**src/rtl/fetch_unit.sv**
```systemverilog
// Instruction fetch stage: owns the PC, addresses a combinational program ROM and
// holds one fetched instruction for decode behind a valid/ready handshake.
module fetch_unit #(
  parameter int ADDR_W   = 4,
  parameter int INST_W   = 16,
  parameter int RESET_PC = 0,
  parameter bit WRAP_EN  = 1'b1
) (
  input  logic              clk,
  input  logic              rst_n,
  input  logic              start,
  output logic [ADDR_W-1:0] rom_addr,
  input  logic [INST_W-1:0] rom_data,
  input  logic              redirect_valid,
  input  logic [ADDR_W-1:0] redirect_pc,
  output logic              inst_valid,
  output logic [INST_W-1:0] inst_data,
  output logic [ADDR_W-1:0] inst_pc,
  input  logic              inst_ready,
  output logic              halted
);
  typedef enum logic [1:0] {IDLE, RUN, DONE} state_t;

  state_t            state, state_nxt;
  logic [ADDR_W-1:0] pc;
  logic              load;
  logic              last;

  // A redirect always wins over a load, so the flushed slot is never refilled
  // with the instruction at the stale PC.
  assign load     = (state == RUN) && (!inst_valid || inst_ready) && !redirect_valid;
  assign last     = (pc == {ADDR_W{1'b1}});
  assign rom_addr = pc;

  always_ff @(posedge clk) begin
    if (!rst_n) state <= IDLE;
    else        state <= state_nxt;
  end

  always_comb begin
    state_nxt = state;
    case (state)
      IDLE:    if (start) state_nxt = RUN;
      RUN:     if (load && last && !WRAP_EN) state_nxt = DONE;
      DONE:    if (redirect_valid) state_nxt = RUN;
      default: state_nxt = IDLE;
    endcase
  end

  always_comb begin
    halted = (state == DONE);
  end

  // PC and output buffer; PC+1 wraps naturally at the top of the address space.
  always_ff @(posedge clk) begin
    if (!rst_n) begin
      pc         <= ADDR_W'(RESET_PC);
      inst_valid <= 1'b0;
      inst_data  <= '0;
      inst_pc    <= '0;
    end else if (redirect_valid) begin
      pc         <= redirect_pc;
      inst_valid <= 1'b0;
    end else if (load) begin
      inst_data  <= rom_data;
      inst_pc    <= pc;
      inst_valid <= 1'b1;
      pc         <= pc + ADDR_W'(1);
    end else if (inst_ready) begin
      inst_valid <= 1'b0;
    end
  end
endmodule

```
**config.mk**
```make
export PLATFORM = sky130hd
export DESIGN_NAME = fetch_unit
export DESIGN_NICKNAME = d
export VERILOG_FILES = /design/src/rtl/fetch_unit.sv
export SDC_FILE = /design/constraint.sdc
export NUM_CORES = 1
export LEC_CHECK = 0
export ABC_AREA = 1
export BUFFER_PORTS_ARGS = -buffer_cell sky130_fd_sc_hd__buf_4
export CAP_MARGIN = 10
export CORE_MARGIN = 2
export CORE_UTILIZATION = 43
export CTS_CLUSTER_SIZE = 30
export DETAILED_ROUTE_END_ITERATION = 8
export PLACE_DENSITY = 0.74
export SYNTH_ARGS = -nofsm -noshare
export SYNTH_HDL_FRONTEND = slang
export SYNTH_SLANG_ARGS = --single-unit
```
**constraint.sdc**
```tcl
create_clock -name clk -period 2.4 [get_ports clk]
set_input_delay 0.24 -clock clk [delete_from_list [all_inputs] [get_ports clk]]
set_output_delay 0.24 -clock clk [all_outputs]
set_load 0.005 [all_outputs]
```
==> run_results.csv, run 1 <==
group,metric,value,unit
routing,antenna_left,0,
sta,hold_viol_final,0,
worst_setup_path,crit_required,2.60,ns
worst_setup_path,cp.arrival,1.48,ns
sta,rsz0062_at_grt,"false",
worst_setup_path,critPathSlowestCell,"nand3_4",
run,drv_cap,0,
routing,routed_wl,2.14,mm
clocking,cts_buffers,3,
die,io_pins,51,
routing,vias,962,
worst_hold_path,min_path_type,"in2reg",
die,die_area,2860,um^2
logic_synthesis,netlist-cell-type-count,21,
logic_synthesis,synthArstFlopShare,0,
clocking,holdBufCountCts,0,
die,start_util,0.463,
worst_setup_path,cp_cell_sequence,"nand2_1, nand3_4, o21ai_1, a21oi_2",
clocking,clock_sinks,26,
layout,fillCellCount,200,
worst_setup_path,end_kind,"flip-flop",
power,power_switching,0.202,mW
worst_setup_path,path_class,"reg2reg",
worst_setup_path,slowest_delay,0.35,ns
layout,drive_gt1_frac,0.322,
worst_setup_path,start_kind,"flip-flop",
sta,clock_skew,0.00563,ns
sta,fin_crit_sh,0.535,
clocking,clk_path_buf_depth,2,
clocking,clock_latency,0.31,ns
power,pwr-share-clk,0.250,
sta,period_needed,1.28,ns
routing,firstDrtPassIters,3,
worst_setup_path,worst-path-buf-inv,0,
global_routing,antenna_found_initial,0,
placed_design,io_buffers,49,
layout,seq_area,520,um^2
clocking,h-tree-depth,1,
sta,fin_setup_tns,0,ns
logic_synthesis,ys.flop_type,"dfxtp_1",
routing,via_per_inst,4.63,
run_status,outcome,"completed",
layout,area_growth_syn_to_layout,36.4,%
layout,multi_input_area,385,um^2
placed_design,post-dp-hpwl,1.64,mm
power,power_density,581,nW/um^2
power,p_int,0.635,mW
power,peakVddDrop,0.000369,V
clocking,cts_tree,"built",
power,switching_share,0.241,
power,p_comb_frac,0.174,
worst_setup_path,cp_top_family,"simple AND/OR/NAND/NOR gates",
routing,drtIter0Drc,1,
layout,final_util,0.632,
die,num_rows,17,
global_routing,grt_usage,0.161,
routing,drc,0,
routing,wl_per_cell,10.3,um
logic_synthesis,synth_nets,160,
power,seqPwrFrac,0.576,
logic_synthesis,syn_area,1050,um^2
logic_synthesis,ys_ff_latch,26,
worst_setup_path,r2r_slack,1.12,ns
die,die_y,53.5,um
placed_design,gp_congestion,0.753,
die,die_w,53.5,um
sta,clock.fmax,0.779,GHz
power,p_leak,0.663,nW
clocking,ctsResizeCount,0,
clocking,cts_setup_buffers,0,
logic_synthesis,synth_edf_count,0,
clocking,clk_pin_slew,0.13,ns
sta,final-setup-viol-count,0,
global_routing,grt_pass1_wl,3.39,mm
global_routing,grt_max_degree,43,
die,fp.coreArea,2280,um^2
logic_synthesis,yosysWarnings,0,
worst_setup_path,path_max_fanout,42,
global_routing,grt.overflow.total,0,
layout,diodes,0,
logic_synthesis,synthCells,134,
global_routing,grt_pass1_vias,815,
layout,final_nets,207,
logic_synthesis,avgSynthCellArea,7.87,um^2
sta,drv_slew,0,
logic_synthesis,synth-seq-area-share,0.493,
clocking,root_buffer,"clkbuf_4",
==> final cells by class <==
class                   instances  share of cell area
flip-flops and latches         26               0.362
multi-input cells              76               0.268
repair buffers                 49               0.256
inverters                      25              0.0652
clock buffers                   4              0.0252
well taps                      28              0.0243
==> synthesized netlist by cell type, types with 2 or more instances <==
master	number	area, um^2
a21oi_1	20	100
a21oi_2	2	17.5
buf_2	2	10.0
buf_4	2	15.0
dfxtp_1	26	521
inv_1	23	86.3
inv_2	2	7.51
nand2_1	14	52.6
nand3_1	3	15.0
nor2_1	9	33.8
o21ai_0	2	10.0
o21ai_1	20	100
==> cells by family (layout without fill, tap and decap cells) <==
family | after synthesis | after routing | share of synthesized area
AO/OA/AOI/OAI | 45 | 45 | 0.223
XOR/XNOR | 1 | 1 | 0.00831
adder cells (fa/ha/maj) | 1 | 1 | 0.0119
buffers and inverters | 32 | 78 | 0.141
flip-flops | 26 | 26 | 0.493
other | 1 | 1 | 0.00356
AND/OR/NAND/NOR | 28 | 28 | 0.119
==> sequential cells by signal, summed over array words and instances (netlist names) <==
register    count
inst_pc         4
state           1
inst_valid      1
inst_data      16
rom_addr        4
==> path summary, 6_finish.rpt <==
check                                    end  cells after the start         start
worst min-delay path                state[0]                      3         start
worst min register to register  inst_data[9]                      2  inst_data[9]
worst max register to register    inst_pc[2]                      4    inst_valid
worst max-delay path              inst_pc[2]                      4    inst_valid
==> power groups by stage <==
| stage | registers [mW] | clock network (mW) | logic [mW] |
|---|---|---|---|
| 2_1_floorplan | 0.491 | 0 | 0.0698 |
| 3_3_place_gp | 0.490 | 0 | 0.144 |
| 3_5_place_dp | 0.492 | 0 | 0.147 |
| 4_1_cts | 0.482 | 0.217 | 0.148 |
| 5_1_grt | 0.486 | 0.242 | 0.164 |
| 6_report | 0.481 | 0.209 | 0.146 |
==> placed cells by master, fill, tap and decap left out, types with 2 or more instances in the layout <==
cell and n:
a21oi_1 20, a21oi_2 2, buf_4 49, clkbuf_4 3, dfxtp_1 26, inv_1 23
inv_2 2, nand2_1 14, nand3_1 3, nor2_1 9, o21ai_0 2, o21ai_1 20
==> per-layer routing <==
metal / wire, um / track usage / vias up / share of wire
li1: - / - / 515 / -
met1: 938 / 0.193 / 418 / 0.44
met2: 1050 / 0.282 / 25 / 0.49
met3: 121 / 0.0282 / 4 / 0.057
met4: 21 / 0.0641 / 0 / 0.0098
met5: 0 / 0 / - / 0
==> metrics by stage <==
stage | worst slack, ns | hold WS (ns) | instance area [um^2] | instances | total power, mW
2_1_floorplan | 1.41 | 0.318 | 1050 | 134 | 0.561
3_3_place_gp | 1.14 | 0.431 | 1400 | 204 | 0.634
3_5_place_dp | 1.11 | 0.438 | 1400 | 204 | 0.639
4_1_cts | 1.11 | 0.116 | 1440 | 208 | 0.847
5_1_grt | 0.975 | 0.125 | 1440 | 208 | 0.893
6_report | 1.12 | 0.122 | 1440 | 208 | 0.836
==> worst register-to-register path, stage by stage, from the launching register on <==
cell	delay, ns
dfxtp_1	0.34
nand2_1	0.14
nand3_4	0.35
o21ai_1	0.30
a21oi_2	0.04
(Power assumes the default switching activity.)
==> inputs of run 2 (changes only) <==
Clock period 2.4 ns to 1.29 ns, I/O delays scaled along.
==> run_results.csv, run 2 (same netlist as run 1, synthesis figures left out) <==
group,metric,value,unit
layout,largest_reg_flops,16,
routing,vias,988,
clocking,cts_tree,"built",
worst_setup_path,end_kind,"flip-flop",
die,start_util,0.463,
layout,final_cell_mix,"buf_4 (49), dfxtp_1 (26), inv_1 (23)",
placed_design,io_buffers,49,
die,die_y,53.5,um
sta,fin_crit_sh,0.845,
die,fp.coreArea,2280,um^2
clocking,cts_buffers,3,
placed_design,placed_cells,205,
worst_hold_path,min_path_type,"in2reg",
sta,period_needed,1.09,ns
die,io_pins,51,
power,p_leak,0.674,nW
die,die_w,53.5,um
routing,routed_wl,2.19,mm
clocking,h-tree-depth,1,
clocking,clk_path_buf_depth,2,
placed_design,pre_cts_ws,0.210,ns
worst_setup_path,start_kind,"flip-flop",
worst_setup_path,cp.arrival,1.31,ns
clocking,clock_latency,0.31,ns
run,drv_cap,0,
routing,wl_per_cell,10.5,um
global_routing,grt_usage,0.165,
sta,fin_setup_tns,0,ns
sta,finalWorstSetupSlack,0.201,ns
layout,final_nets,208,
worst_setup_path,path_class,"reg2reg",
routing,wl_met3,120,um
sta,hold_viol_final,0,
layout,area_growth_syn_to_layout,38.3,%
routing,via_per_inst,4.73,
die,die_area,2860,um^2
sta,clock.fmax,0.918,GHz
routing,met2_wirelength,1.04,mm
worst_hold_path,min_path_cells,2,
global_routing,grt_pass1_vias,851,
placed_design,post-dp-hpwl,1.63,mm
worst_setup_path,r2r_cells,5,
routing,drc,0,
clocking,cts_setup_buffers,0,
sta,whs,0.0177,ns
sta,drv_slew,0,
worst_setup_path,r2r_start,"rom_addr[0]",
worst_setup_path,crit_required,1.51,ns
layout,top_register,"inst_data",
layout,drive_gt1_frac,0.326,
clocking,ctsResizeCount,0,
worst_setup_path,r2r-end,"rom_addr[1]",
worst_setup_path,r2r_slack,0.20,ns
routing,drt-met1-wl,996,um
global_routing,grt_max_degree,43,
die,num_rows,17,
global_routing,grt_pass1_wl,3.44,mm
power,power_density,1080,nW/um^2
run_status,outcome,"completed",
worst_setup_path,path_max_fanout,7,
power,peakVddDrop,0.000686,V
sta,final-setup-viol-count,0,
placed_design,place_area,1420,um^2
layout,fillCellCount,215,
clocking,root_buffer,"clkbuf_4",
worst_hold_path,min_from,"redirect_valid",
layout,diodes,0,
routing,drtIter0Drc,12,
sta,clock_skew,0.00441,ns
clocking,clk_pin_slew,0.13,ns
sta,rsz0062_at_grt,"false",
routing,antenna_left,0,
global_routing,grt.overflow.total,0,
layout,final-instance-count-excl-fill,209,
routing,firstDrtPassIters,4,
global_routing,antenna_found_initial,0,
clocking,holdBufCountCts,0,
layout,post-route-cell-area,1460,um^2
layout,final_common_cell,"buf_4",
clocking,clock_sinks,26,
routing,maxUsedRoutingLayer,"met4",
placed_design,gp_congestion,0.695,
worst_hold_path,holdPathEnd,"inst_valid",
## run 2: routing by layer
layer	track usage	vias to the layer above
met5	0	-
met4	0.0940	0
met3	0.0311	4
met2	0.290	29
met1	0.183	429
li1	-	526
## run 2: area by class of cell
class                   count  area (um^2)  share of cell area
flip-flops and latches     26          520               0.357
multi-input cells          76          385               0.264
well taps                  28         35.0              0.0240
inverters                  25         93.8              0.0643
clock buffers               4         36.3              0.0249
repair buffers             50          388               0.266
## run 2: worst max-delay path by stage
stage	startpoint	endpoint	slack [ns]	cells past startpoint
final	rom_addr[0]	rom_addr[1]	0.20	5
after global routing	inst_valid	rom_addr[0]	0.06	6
after CTS	rom_addr[0]	rom_addr[1]	0.19	5
after detailed placement	rom_addr[0]	rom_addr[1]	0.21	5
after global placement	rom_addr[0]	rom_addr[1]	0.25	5
after floorplan	rom_addr[0]	rom_addr[1]	0.30	5
## run 2: power by group
group	switching (mW)	total [mW]	internal [mW]
Sequential	0.0389	0.896	0.857
Clock	0.227	0.399	0.172
Combinational	0.122	0.280	0.158
Total	0.388	1.57	1.19
## run 2: worst max-delay path, cell delays in order (launching register included)
cell and delay [ns]:
dfxtp_1 0.47, ha_1 0.27, nand2_1 0.07, nand2_1 0.05, nor2_1 0.09, nor2_1 0.05
## run 2: through the flow
step	util	total power [mW]
after global routing	0.641	1.67
final	0.641	1.57
after detailed placement	0.625	1.20
after floorplan	-	1.04
after global placement	0.625	1.19
after CTS	0.641	1.60
==> inputs of run 3 (changes only) <==
Settings changed: CORE_UTILIZATION 43 to 40, PLACE_DENSITY 0.74 to 0.73.
Clock period 1.29 ns to 0.91 ns, I/O delays scaled along.
==> run_results.csv, run 3 (same netlist as run 1, synthesis figures left out) <==
group,metric,value,unit
run_status,outcome,"finished with violations",
run_status,violations,"negative setup slack",
clocking,clk_path_buf_depth,2,
clocking,cts_buffers,3,
placed_design,post-dp-hpwl,1.79,mm
sta,final-setup-viol-count,27,
power,pwr-share-clk,0.235,
routing,routed_wl,2.60,mm
layout,top_register,"inst_data",
clocking,clk_pin_slew,0.14,ns
die,fp.coreArea,2480,um^2
clocking,cts_tree,"built",
power,power_density,1360,nW/um^2
worst_setup_path,crit_required,1.13,ns
sta,drv_slew,0,
worst_setup_path,cp.arrival,1.24,ns
power,p_leak,0.800,nW
power,power,2.39,mW
clocking,clock_latency,0.31,ns
sta,fin_crit_sh,1.11,
sta,whs,0.0309,ns
power,peakVddDrop,0.00119,V
die,die_area,3060,um^2
clocking,clock_sinks,26,
layout,final_common_cell,"buf_4",
layout,area_growth_syn_to_layout,66.8,%
die,start_util,0.426,
routing,drtIter0Drc,7,
worst_setup_path,path_max_fanout,14,
clocking,h-tree-depth,1,
sta,hold_viol_final,0,
worst_setup_path,end_kind,"flip-flop",
sta,finalWorstSetupSlack,-0.104,ns
clocking,root_buffer,"clkbuf_4",
placed_design,gp_congestion,0.782,
power,switching_share,0.252,
global_routing,grt_usage,0.158,
global_routing,grt_pass1_vias,996,
routing,vias,1049,
worst_hold_path,min_path_type,"in2reg",
power,seqPwrFrac,0.535,
routing,wl_per_cell,11.6,um
routing,drc,0,
die,num_rows,18,
routing,antenna_left,0,
routing,via_per_inst,4.68,
sta,fin_setup_tns,-2.28,ns
worst_setup_path,path_class,"reg2reg",
power,p_int,1.78,mW
layout,largest_reg_flops,16,
global_routing,grt_max_degree,29,
sta,rsz0062_at_grt,"true",
worst_setup_path,start_kind,"flip-flop",
layout,final_cell_mix,"buf_4 (48), inv_1 (23), a21oi_1 (19)",
sta,period_needed,1.01,ns
global_routing,grt_pass1_wl,4.04,mm
routing,firstDrtPassIters,4,
global_routing,antenna_found_initial,0,
sta,clock.fmax,0.986,GHz
run,drv_cap,0,
die,die_y,55.4,um
global_routing,grt.overflow.total,0,
die,io_pins,51,
power,p_comb_frac,0.230,
placed_design,io_buffers,49,
layout,drive_gt1_frac,0.536,
power,power_switching,0.603,mW
sta,clock_skew,0.00606,ns
layout,diodes,0,
die,die_w,55.4,um
layout,final_nets,221,
==> run 3: cell types whose count changed in the layout (fill, tap and decap cells not counted), moves of 2 or more <==
| cell | change |
|---|---|
| dfxtp_1 | -16 |
| dfxtp_2 | +12 |
| o21ai_2 | +11 |
| buf_6 | +10 |
| o21ai_1 | -9 |
| dfxtp_4 | +4 |
| nand2_1 | -3 |
| nand2_4 | +3 |
| clkbuf_16 | +2 |
| o21ai_0 | -2 |
==> run 3: critical path: stages, from the launching register on <==
cell       delay [ns]
dfxtp_2          0.36
nand2_4          0.07
nand3_4          0.12
clkbuf_16        0.21
o21ai_2          0.12
a21oi_2          0.04
==> run 3: layout make-up <==
class | count | area (um^2)
timing repair buffer | 63 | 573
fill | 198 | 718
multi-input combinational | 76 | 468
sequential | 26 | 551
inverter | 25 | 93.8
tap | 30 | 37.5
clock buffer | 4 | 36.3
==> run 3: repair_timing <==
| item | CTS | global route |
|---|---|---|
| pin swaps | 0 | 1 |
| gates resized for setup | 27 | 20 |
| gates cloned | 0 | 2 |
| hold buffers | 1 | 0 |
| buffers inserted | 2 | 1 |
| endpoints found under the hold margin | 1 | 0 |
| endpoints found under the setup margin | 28 | 40 |
==> run 3: through the flow <==
step | util | worst slack, ns | cells | area (um^2)
final | 0.710 | -0.104 | 224 | 1760
after global routing | 0.710 | -0.194 | 224 | 1760
after CTS | 0.668 | -0.106 | 221 | 1650
after detailed placement | 0.610 | -0.0853 | 214 | 1510
after global placement | 0.610 | -0.0467 | 214 | 1510
after floorplan | - | -0.0160 | 134 | 1070
==> run 3: power groups by stage <==
stage | Sequential, mW | Combinational [mW] | Clock, mW
2_1_floorplan | 1.30 | 0.187 | 0
3_3_place_gp | 1.29 | 0.435 | 0
3_5_place_dp | 1.29 | 0.448 | 0
4_1_cts | 1.27 | 0.504 | 0.579
5_1_grt | 1.29 | 0.605 | 0.626
6_report | 1.28 | 0.549 | 0.561
==> run 3: worst paths after layout <==
kind | start | end | slack [ns] | depth (start not counted)
worst max-delay path | inst_valid | inst_pc[2] | -0.10 | 5
worst min-delay path | rom_data[7] | inst_data[7] | 0.03 | 3
worst max register to register | inst_valid | inst_pc[2] | -0.10 | 5
worst min register to register | inst_data[10] | inst_data[10] | 0.45 | 2
==> run 3: layer usage <==
metal / routed length, um / up-vias / track usage
met3: 152 / 2 / 0.0468
li1: - / 549 / -
met2: 1350 / 32 / 0.296
met1: 1090 / 466 / 0.170
met4: 15 / 0 / 0.0418
met5: 0 / - / 0
